## config.mk

```make
export PLATFORM = sky130hd
export DESIGN_NAME = otsu_thresh
export DESIGN_NICKNAME = d
export VERILOG_FILES = /design/src/rtl/otsu_pkg.sv /design/src/rtl/otsu_div.sv /design/src/rtl/otsu_thresh.sv
export SDC_FILE = /design/constraint.sdc
export NUM_CORES = 2
export LEC_CHECK = 0
export CORE_MARGIN = 1.5
export CORE_UTILIZATION = 50
export CTS_CLUSTER_SIZE = 14
export DETAILED_ROUTE_END_ITERATION = 7
export GPL_TIMING_DRIVEN = 1
export PLACE_DENSITY_LB_ADDON = 0.25
export REMOVE_ABC_BUFFERS = 1
export SYNTH_ARGS = -nofsm -noshare
export SYNTH_HDL_FRONTEND = slang
export SYNTH_HIERARCHICAL = 1
export SYNTH_SLANG_ARGS = --single-unit
```

## constraint.sdc

```tcl
create_clock -name clock -period 6.8 [get_ports clock]
set_input_delay 0.68 -clock clock [delete_from_list [all_inputs] [get_ports clock]]
set_output_delay 0.68 -clock clock [all_outputs]
set_load 0.05 [all_outputs]
```

## src/rtl/otsu_pkg.sv

```systemverilog
// Shared widths and FSM encoding for the Otsu threshold search.
package otsu_pkg;
  localparam int GW     = 7;
  localparam int NW     = 20;
  localparam int SW     = 23;
  localparam int PW     = 2 * NW;
  localparam int VW     = 2 * NW + 2 * GW;
  localparam int DIVLAT = 8;

  typedef enum logic [2:0] {
    IDLE,
    DIV1,
    DIV2,
    MUL1,
    MUL2,
    CMP,
    OUT
  } state_t;
endpackage

```

## src/rtl/otsu_div.sv

```systemverilog
// Restoring divider: GW-bit quotient, one bit per cycle MSB-first, done DIVLAT cycles after start.
module otsu_div
  import otsu_pkg::*;
(
  input  logic          clock,
  input  logic          rst,
  input  logic          start,
  input  logic [SW-1:0] dividend,
  input  logic [NW-1:0] divisor,
  output logic [GW-1:0] quotient,
  output logic          done
);
  localparam int XW = SW + GW;

  logic [2:0]    cnt;
  logic [SW-1:0] rem;
  logic [NW-1:0] dvs;
  logic [XW-1:0] dsh;
  logic          q_bit;

  // cnt counts the quotient bits still to resolve; bit index is cnt-1
  always_comb begin
    dsh   = XW'(dvs) << (cnt - 3'd1);
    q_bit = (XW'(rem) >= dsh);
  end

  always_ff @(posedge clock) begin
    if (rst) begin
      cnt  <= '0;
      done <= 1'b0;
    end else begin
      done <= 1'b0;
      if (start) begin
        cnt <= 3'(DIVLAT - 1);
      end else if (cnt != 3'd0) begin
        cnt  <= cnt - 3'd1;
        done <= (cnt == 3'd1);
      end
    end
  end

  always_ff @(posedge clock) begin
    if (start) begin
      rem      <= dividend;
      dvs      <= divisor;
      quotient <= '0;
    end else if (cnt != 3'd0) begin
      quotient <= {quotient[GW-2:0], q_bit};
      if (q_bit) rem <= rem - dsh[SW-1:0];
    end
  end
endmodule

```

## src/rtl/otsu_thresh.sv

```systemverilog
// Otsu threshold search: evaluates N1*N2*(m1-m2)^2 per candidate and reports the frame maximum.
module otsu_thresh
  import otsu_pkg::*;
(
  input  logic          clock,
  input  logic          rst,
  input  logic          dsp_vld,
  input  logic [NW-1:0] N1,
  input  logic [NW-1:0] N2,
  input  logic [SW-1:0] GrayAll1,
  input  logic [SW-1:0] GrayAll2,
  input  logic          finish_clear,
  output logic [GW-1:0] thresh,
  output logic          thresh_vld,
  output logic          busy,
  output logic          ovr
);
  state_t state, state_nxt;

  logic [GW-1:0]   t_cnt, cur_t, best_t;
  logic [VW-1:0]   best_var;
  logic            pend;
  logic [NW-1:0]   n1_p0, n2_p0;
  logic [SW-1:0]   g2_p0;
  logic            zero_p0;
  logic [GW-1:0]   m1_p0, m2_p0, d;
  logic [2*GW-1:0] d2_p1;
  logic [PW-1:0]   prod_p1;
  logic [VW-1:0]   var_p2;
  logic            in_zero;
  logic            div_start, div_done;
  logic [SW-1:0]   div_dividend;
  logic [NW-1:0]   div_divisor;
  logic [GW-1:0]   div_q;

  assign in_zero = (N1 == '0) || (N2 == '0);
  assign busy    = (state != IDLE);
  assign ovr     = dsp_vld && busy && !rst;

  otsu_div u_div (
    .clock    (clock),
    .rst      (rst),
    .start    (div_start),
    .dividend (div_dividend),
    .divisor  (div_divisor),
    .quotient (div_q),
    .done     (div_done)
  );

  // The divider reads the live inputs in IDLE for m1, then the captured class-2 operands for m2
  always_comb begin
    state_nxt    = state;
    div_start    = 1'b0;
    div_dividend = GrayAll1;
    div_divisor  = N1;
    case (state)
      IDLE: begin
        if (dsp_vld) begin
          if (in_zero) begin
            state_nxt = MUL1;
          end else begin
            state_nxt = DIV1;
            div_start = 1'b1;
          end
        end else if (finish_clear || pend) begin
          state_nxt = OUT;
        end
      end
      DIV1: begin
        div_dividend = g2_p0;
        div_divisor  = n2_p0;
        if (div_done) begin
          state_nxt = DIV2;
          div_start = 1'b1;
        end
      end
      DIV2:    if (div_done) state_nxt = MUL1;
      MUL1:    state_nxt = MUL2;
      MUL2:    state_nxt = CMP;
      CMP:     state_nxt = pend ? OUT : IDLE;
      OUT:     state_nxt = IDLE;
      default: state_nxt = IDLE;
    endcase
  end

  always_ff @(posedge clock) begin
    if (rst) begin
      state      <= IDLE;
      t_cnt      <= '0;
      pend       <= 1'b0;
      best_var   <= '0;
      best_t     <= '0;
      thresh     <= '0;
      thresh_vld <= 1'b0;
    end else begin
      state      <= state_nxt;
      thresh_vld <= 1'b0;
      if (state == OUT) begin
        thresh     <= best_t;
        thresh_vld <= 1'b1;
        t_cnt      <= '0;
        pend       <= 1'b0;
        best_var   <= '0;
        best_t     <= '0;
      end else begin
        if (dsp_vld) t_cnt <= t_cnt + GW'(1);
        if (finish_clear && (busy || dsp_vld)) pend <= 1'b1;
        // strict compare keeps the lowest t on ties
        if (state == CMP && var_p2 > best_var) begin
          best_var <= var_p2;
          best_t   <= cur_t;
        end
      end
    end
  end

  always_comb d = (m2_p0 >= m1_p0) ? (m2_p0 - m1_p0) : (m1_p0 - m2_p0);

  always_ff @(posedge clock) begin
    // p0: candidate capture and class means
    if (state == IDLE && dsp_vld) begin
      n1_p0   <= N1;
      n2_p0   <= N2;
      g2_p0   <= GrayAll2;
      zero_p0 <= in_zero;
      cur_t   <= t_cnt;
    end
    if (state == DIV1 && div_done) m1_p0 <= div_q;
    if (state == DIV2 && div_done) m2_p0 <= div_q;
    // p1: squared mean distance and class-count product
    if (state == MUL1) begin
      d2_p1   <= zero_p0 ? '0 : (2*GW)'(d) * (2*GW)'(d);
      prod_p1 <= PW'(n1_p0) * PW'(n2_p0);
    end
    // p2: between-class variance
    if (state == MUL2) var_p2 <= VW'(prod_p1) * VW'(d2_p1);
  end
endmodule

```

* Yosys cells after proc, flatten, opt, wreduce, memory -nomap -nowiden
Index checks and enable logic that the tools add are counted.
Storage, ports and cells: bits in registers 327, output and inout bits 10, word-level logic and storage cells 87, input bits 90
Operators by class: mux-type cells 20, order comparisons 3, $mul 3, add/subtract/negate cells 5, eq/ne operators 10, reduce and logical (&&, ||, !) cells 22, shift operators 1, bitwise logic cells 1
Operators with widths (count):
- $mux 23 | 4
- $gt 54x54->1 | 1
- $mul 40x14->54 | 1
- $logic_not 20->1 | 2
- $mul 20x20->40 | 1
- $ge 23x30->1 | 1
- $shl 20x3->30 | 1
- $sub 23x23->23 | 1
- $mux 3 | 7
- $mux 20 | 1
- $pmux 3 s6 | 1
- $mul 7x7->14 | 1
- $sub 7x7->7 | 2
- $eq 3x3->1 const B | 3
- $add 7x1->7 const B | 1
- $ge 7x7->1 | 1
- $logic_and 1x1->1 | 7
- $mux 7 | 1
- $eq 3x1->1 const B | 2
- $eq 3x2->1 const B | 2
- $reduce_bool 3->1 | 2
- $mux 1 | 4
- $ne 2x1->1 const B | 2
- $reduce_bool 2->1 | 2
- other kinds (12) | 14

* Depth between registers and ports, before layout
word-level depth 7, mapped depth 27

* Hierarchy
The synthesis kept the hierarchy.
By module, submodules not included:
- otsu_thresh | times used 1, cells each 4370, area an instance 42233.0 um^2, seq. area each 7367.1 um^2
- otsu_div | times used 1, cells each 430, area an instance 4002.6 um^2, seq. area each 1511.4 um^2

* Worst setup path after synthesis
No wires, ideal clock.
kind reg-to-reg, start reg n1_p0[10], end reg prod_p1[30] (data pin), arrival 6.297 ns, stages on the path, launching flop included 25, clock period less this slack 6.563 ns, slack 0.237 ns, cell sequence edfxtp_1 -> clkbuf_1 -> and2_1 -> fa_1 -> inv_1 -> fa_1 -> fa_1 -> fa_1 -> inv_1 -> fa_1 -> fa_1 -> inv_1 -> fa_1 -> inv_1 -> ha_1 -> buf_2 -> a21o_1 -> a21o_1 -> a41oi_2 -> o2111ai_1 -> a311o_1 -> a211oi_1 -> o21ai_1 -> a21oi_2 -> xnor2_1
Between the ends: longest elaborated chain between the ends 1
Ends and longest elaborated chain:
- from (decl) | line otsu_thresh.sv:23 | logic [NW-1:0] n1_p0, n2_p0;
- from (signal assigned) | line otsu_thresh.sv:122 | n1_p0 <= N1;
- $mul 20x20->40 | line otsu_thresh.sv:133 | prod_p1 <= PW'(n1_p0) * PW'(n2_p0);
- to (signal assigned) | line otsu_thresh.sv:133
- to (decl) | line otsu_thresh.sv:28 | logic [PW-1:0] prod_p1;
Every way passes these cells. A chain may end at the register's enable or synchronous reset.

* Worst setup path after layout
start reg n2_p0[2], end reg prod_p1[38] (data pin)
Between the ends: longest elaborated chain between the ends 1
Ends and longest elaborated chain:
- from (decl) | line otsu_thresh.sv:23
- from (signal assigned) | line otsu_thresh.sv:123 | n2_p0 <= N2;
- $mul 20x20->40 | line otsu_thresh.sv:133
Every way passes these cells.

==> metrics.txt <==
# TYPE chip_impl_metric gauge
chip_impl_info{name="status",value="complete, no violations"} 1
chip_impl_metric{name="critPathRequiredTime",unit="ns"} 7.16
chip_impl_metric{name="hold_buffers",unit=""} 0
chip_impl_metric{name="multi_input_area",unit="sq mm"} 0.03361
chip_impl_metric{name="share_of_the_clock_period_used_by_the_worst_path_after_layout",unit="%"} 98.22
chip_impl_metric{name="design.core.area",unit="sq mm"} 0.09166
chip_impl_metric{name="die_width",unit="um"} 307.1
chip_impl_metric{name="async_reset_ff_share",unit="%"} 0
chip_impl_metric{name="seqCellArea",unit="sq mm"} 0.008879
chip_impl_metric{name="synthesized_cell_area",unit="sq mm"} 0.04624
chip_impl_info{name="cpMostUsedCell",value="sky130_fd_sc_hd__fa_1"} 1
chip_impl_metric{name="crit_path_max_fanout",unit=""} 7
chip_impl_info{name="tritoncts_clock_tree",value="built"} 1
chip_impl_metric{name="routed-via-count",unit=""} 32768
chip_impl_metric{name="initial_antenna_violation_count",unit=""} 0
chip_impl_info{name="cts_root_buffer",value="sky130_fd_sc_hd__clkbuf_16"} 1
chip_impl_metric{name="clkLatencyLatePin",unit="ns"} 0.60
chip_impl_metric{name="wire_per_inst",unit="um"} 17.54
chip_impl_metric{name="std_cell_rows",unit=""} 111
chip_impl_metric{name="global_route_met3_utilization",unit="%"} 3.853
chip_impl_metric{name="synth_cell_type_count",unit=""} 86
chip_impl_metric{name="report.final.setup_viol",unit=""} 0
chip_impl_metric{name="timing.final.max_slew_violations",unit=""} 0
chip_impl_metric{name="gp_congestion",unit=""} 0.8830
chip_impl_metric{name="ant_nets",unit=""} 0
chip_impl_metric{name="maxCapViolations",unit=""} 0
chip_impl_metric{name="final_cell_area",unit="sq mm"} 0.05132
chip_impl_metric{name="htree_levels",unit=""} 2
chip_impl_metric{name="first_pass_grt_wire_length",unit="um"} 177900
chip_impl_metric{name="remaining_drcs",unit=""} 0
chip_impl_info{name="cp_cell_sequence",value="buf_6, and2_1, fa_1, fa_1, inv_2, fa_1, inv_1, fa_1, fa_1, fa_1, inv_1, fa_1, inv_1, ha_4, a21o_1, a21o_1, a41oi_2, o2111ai_4, a311o_1, buf_6, a2111oi_4, xnor2_1"} 1
chip_impl_metric{name="initial_core_util",unit="%"} 50.44
chip_impl_metric{name="use_met1",unit="%"} 32.00
chip_impl_metric{name="detail_route.wirelength",unit="um"} 107500
chip_impl_metric{name="ios",unit=""} 100
chip_impl_metric{name="critical_path.max_stage_delay",unit="ns"} 0.53
chip_impl_metric{name="drt_iter0_markers",unit=""} 2065
chip_impl_metric{name="min_period",unit="ns"} 6.679
chip_impl_metric{name="synth_edf_count",unit=""} 235
chip_impl_metric{name="tritoncts.num_buffers",unit=""} 39
chip_impl_metric{name="hold_viol_final",unit=""} 0
chip_impl_metric{name="synth_warnings",unit=""} 6
chip_impl_metric{name="clock_skew",unit="ns"} 0.03085
chip_impl_info{name="synth_ff_type",value="sky130_fd_sc_hd__edfxtp_1"} 1
chip_impl_metric{name="detailedPlacementHpwl",unit="um"} 85260
chip_impl_metric{name="largest_net_degree_at_the_start_of_global_routing",unit=""} 73
chip_impl_metric{name="cp_data_arrival_time",unit="ns"} 7.04
chip_impl_info{name="rsz_0062_raised_after_global_routing",value="yes"} 1
chip_impl_metric{name="cp.buffers_inverters",unit=""} 6
chip_impl_metric{name="postSynthAreaPerCell",unit="sq um"} 9.632
chip_impl_info{name="cp-start-kind",value="register"} 1
chip_impl_metric{name="placed_cell_area",unit="sq mm"} 0.04922
chip_impl_metric{name="synth.yosys.seq_area_share",unit="%"} 19.20
chip_impl_metric{name="port_buffers",unit=""} 99
chip_impl_metric{name="area_delta_synth_final",unit="%"} 11.00
chip_impl_metric{name="avgViaCountPerCell",unit=""} 5.346
chip_impl_info{name="hold_class",value="reg -> reg"} 1
chip_impl_metric{name="final_layout_size_suffix_gt1_share",unit="%"} 8.799
chip_impl_metric{name="post_layout_util",unit="%"} 55.99
chip_impl_info{name="slowest_cell_on_crit_path",value="sky130_fd_sc_hd__edfxtp_1"} 1
chip_impl_metric{name="num-fill-cells",unit=""} 8095
chip_impl_metric{name="postSynthCellCount",unit=""} 4800
chip_impl_metric{name="met2_usage",unit="%"} 39.01
chip_impl_metric{name="relSlewSlack",unit="%"} 28.20
chip_impl_info{name="cpLargestDelayFamily",value="adder cells"} 1
chip_impl_metric{name="cts-root-to-sink-buffers",unit=""} 3
chip_impl_info{name="path_class",value="reg -> reg"} 1
chip_impl_metric{name="clkSlewWorstSetupHoldPaths",unit="ns"} 0.07
chip_impl_info{name="grt_busiest_layer",value="met2"} 1
chip_impl_metric{name="final.setup.tns",unit="ns"} 0
chip_impl_metric{name="die-area",unit="sq mm"} 0.09430
chip_impl_metric{name="die-height",unit="um"} 307.1
chip_impl_metric{name="first_pass_iters",unit=""} 7
chip_impl_metric{name="timing_worst_slew_pin_value",unit="ns"} 1.074
chip_impl_metric{name="cts_sink_count",unit=""} 326
chip_impl_metric{name="fin_nets",unit=""} 6175
chip_impl_info{name="critical_path.endpoint_type",value="register"} 1
chip_impl_metric{name="gr-usage-all-layers",unit="%"} 23.38
chip_impl_metric{name="max_freq",unit="GHz"} 0.1497
chip_impl_metric{name="first_global_vias",unit=""} 34298
chip_impl_metric{name="grt_overflow",unit=""} 0
chip_impl_metric{name="ys_seq_elements",unit=""} 326
chip_impl_metric{name="insertedDiodeCount",unit=""} 0
[per-stage QoR]
stage | hold WS (ns) | setup slack, ns | cells
after global placement | 0.4341 | -0.003982 | 6014
after CTS | 0.4510 | 0.003217 | 6090
after floorplan | 0.4254 | -0.8274 | 4567
final | 0.4503 | 0.1209 | 6130
after global routing | 0.4720 | -0.1101 | 6130
after detailed placement | 0.4417 | -0.1509 | 6014
[flip-flops by register name, indices dropped and copies added, names as in the netlist]
name / count
best_t: 7
best_var: 54
cur_t: 7
d2_p1: 13
g2_p0: 23
m1_p0: 7
m2_p0: 7
n1_p0: 20
n2_p0: 20
pend: 1
prod_p1: 40
state: 3
t_cnt: 7
thresh: 7
thresh_vld: 1
u_div/cnt: 3
u_div/done: 1
u_div/dvs: 20
u_div/quotient: 7
u_div/rem: 23
var_p2: 54
zero_p0: 1
[worst paths after layout]
path / startpoint / to / slack, ns / cells past startpoint
setup / recovery: n2_p0[2] / prod_p1[38] / 0.12 / 22
hold / removal: t_cnt[6] / cur_t[6] / 0.45 / 0
setup reg to reg: n2_p0[2] / prod_p1[38] / 0.12 / 22
hold reg to reg: t_cnt[6] / cur_t[6] / 0.45 / 0
[routing by layer]
layer  part of all wire [%]  wire, um  up-vias
met5                      0         0        -
met4                    2.0      2169        0
met3                    6.0      6490      138
met2                     47     50460      811
met1                     45     48430    16466
li1                       -         -    15353
[cell usage after synthesis (8+ instances only)]
| master | instances | share of area (%) |
|---|---|---|
| sky130_fd_sc_hd__a211oi_1 | 13 | 0.21 |
| sky130_fd_sc_hd__a21o_1 | 92 | 1.5 |
| sky130_fd_sc_hd__a21oi_1 | 166 | 1.8 |
| sky130_fd_sc_hd__a22o_1 | 8 | 0.15 |
| sky130_fd_sc_hd__a311oi_1 | 8 | 0.15 |
| sky130_fd_sc_hd__a31oi_1 | 18 | 0.24 |
| sky130_fd_sc_hd__and2_1 | 404 | 5.5 |
| sky130_fd_sc_hd__and3_1 | 18 | 0.24 |
| sky130_fd_sc_hd__clkbuf_1 | 214 | 1.7 |
| sky130_fd_sc_hd__dfxtp_1 | 91 | 3.9 |
| sky130_fd_sc_hd__edfxtp_1 | 235 | 15 |
| sky130_fd_sc_hd__fa_1 | 754 | 33 |
| sky130_fd_sc_hd__ha_1 | 418 | 11 |
| sky130_fd_sc_hd__inv_1 | 851 | 6.9 |
| sky130_fd_sc_hd__mux2_2 | 50 | 1.2 |
| sky130_fd_sc_hd__mux2i_1 | 87 | 1.9 |
| sky130_fd_sc_hd__mux4_2 | 8 | 0.39 |
| sky130_fd_sc_hd__nand2_1 | 648 | 5.3 |
| sky130_fd_sc_hd__nand2b_1 | 16 | 0.22 |
| sky130_fd_sc_hd__nand3_1 | 34 | 0.37 |
| sky130_fd_sc_hd__nand4_1 | 32 | 0.43 |
| sky130_fd_sc_hd__nor2_1 | 181 | 1.5 |
| sky130_fd_sc_hd__nor2b_1 | 22 | 0.30 |
| sky130_fd_sc_hd__nor3_1 | 28 | 0.30 |
| sky130_fd_sc_hd__nor4_1 | 14 | 0.19 |
| sky130_fd_sc_hd__o211ai_1 | 10 | 0.16 |
| sky130_fd_sc_hd__o21a_1 | 15 | 0.24 |
| sky130_fd_sc_hd__o21ai_0 | 82 | 0.89 |
| sky130_fd_sc_hd__o21ai_1 | 12 | 0.13 |
| sky130_fd_sc_hd__o21bai_1 | 23 | 0.37 |
| sky130_fd_sc_hd__o31ai_1 | 9 | 0.15 |
| sky130_fd_sc_hd__xnor2_1 | 83 | 1.6 |
| sky130_fd_sc_hd__xor2_1 | 37 | 0.70 |
[timing repair]
action                                 CTS  global route
buffers inserted                         4            41
endpoints found under the hold margin    0             0
cloned                                   0             1
setup endpoints to repair                8            25
gates resized for setup                  5            90
pin swaps                                3            78
[logic make-up after synthesis]
family / Yosys count / share of synthesized area, %
xor+xnor: 122 / 2.344
buf+inv: 1088 / 8.914
other cells: 1 / 0.008111
simple gates: 1429 / 14.78
compound gates: 517 / 7.307
flops: 326 / 19.20
mux: 145 / 3.491
fa+ha+maj: 1172 / 43.96
[layout by cell type (no fill, tap or decap), drive strengths merged, types with 11 or more instances in the layout]
cell type        n
clkinv          11
buf            205
clkbuf          52
ha             418
nor2           182
nor3            28
nand2          648
xor2            38
o21bai          24
fa             754
and3            18
inv            857
dfxtp           91
a21oi          169
mux2i           87
nor2b           22
mux2            50
nand4           33
nand3           34
a211oi          14
a31oi           18
xnor2           84
clkdlybuf4s50   99
a21o            92
o21a            16
and2           404
nor4            14
edfxtp         235
nand2b          16
o21ai           95
[cell type report]
| cell class | instances | share of cell area [%] |
|---|---|---|
| inverter | 852 | 6.234 |
| tap | 1186 | 2.891 |
| multi-input combinational | 3389 | 65.50 |
| sequential | 326 | 17.30 |
| clock inverter | 21 | 0.5242 |
| timing repair buffer | 305 | 5.381 |
| clock buffer | 51 | 2.172 |
Power is not shown: default switching activity piles up to over one toggle a cycle in this logic, so the estimate is an artifact.
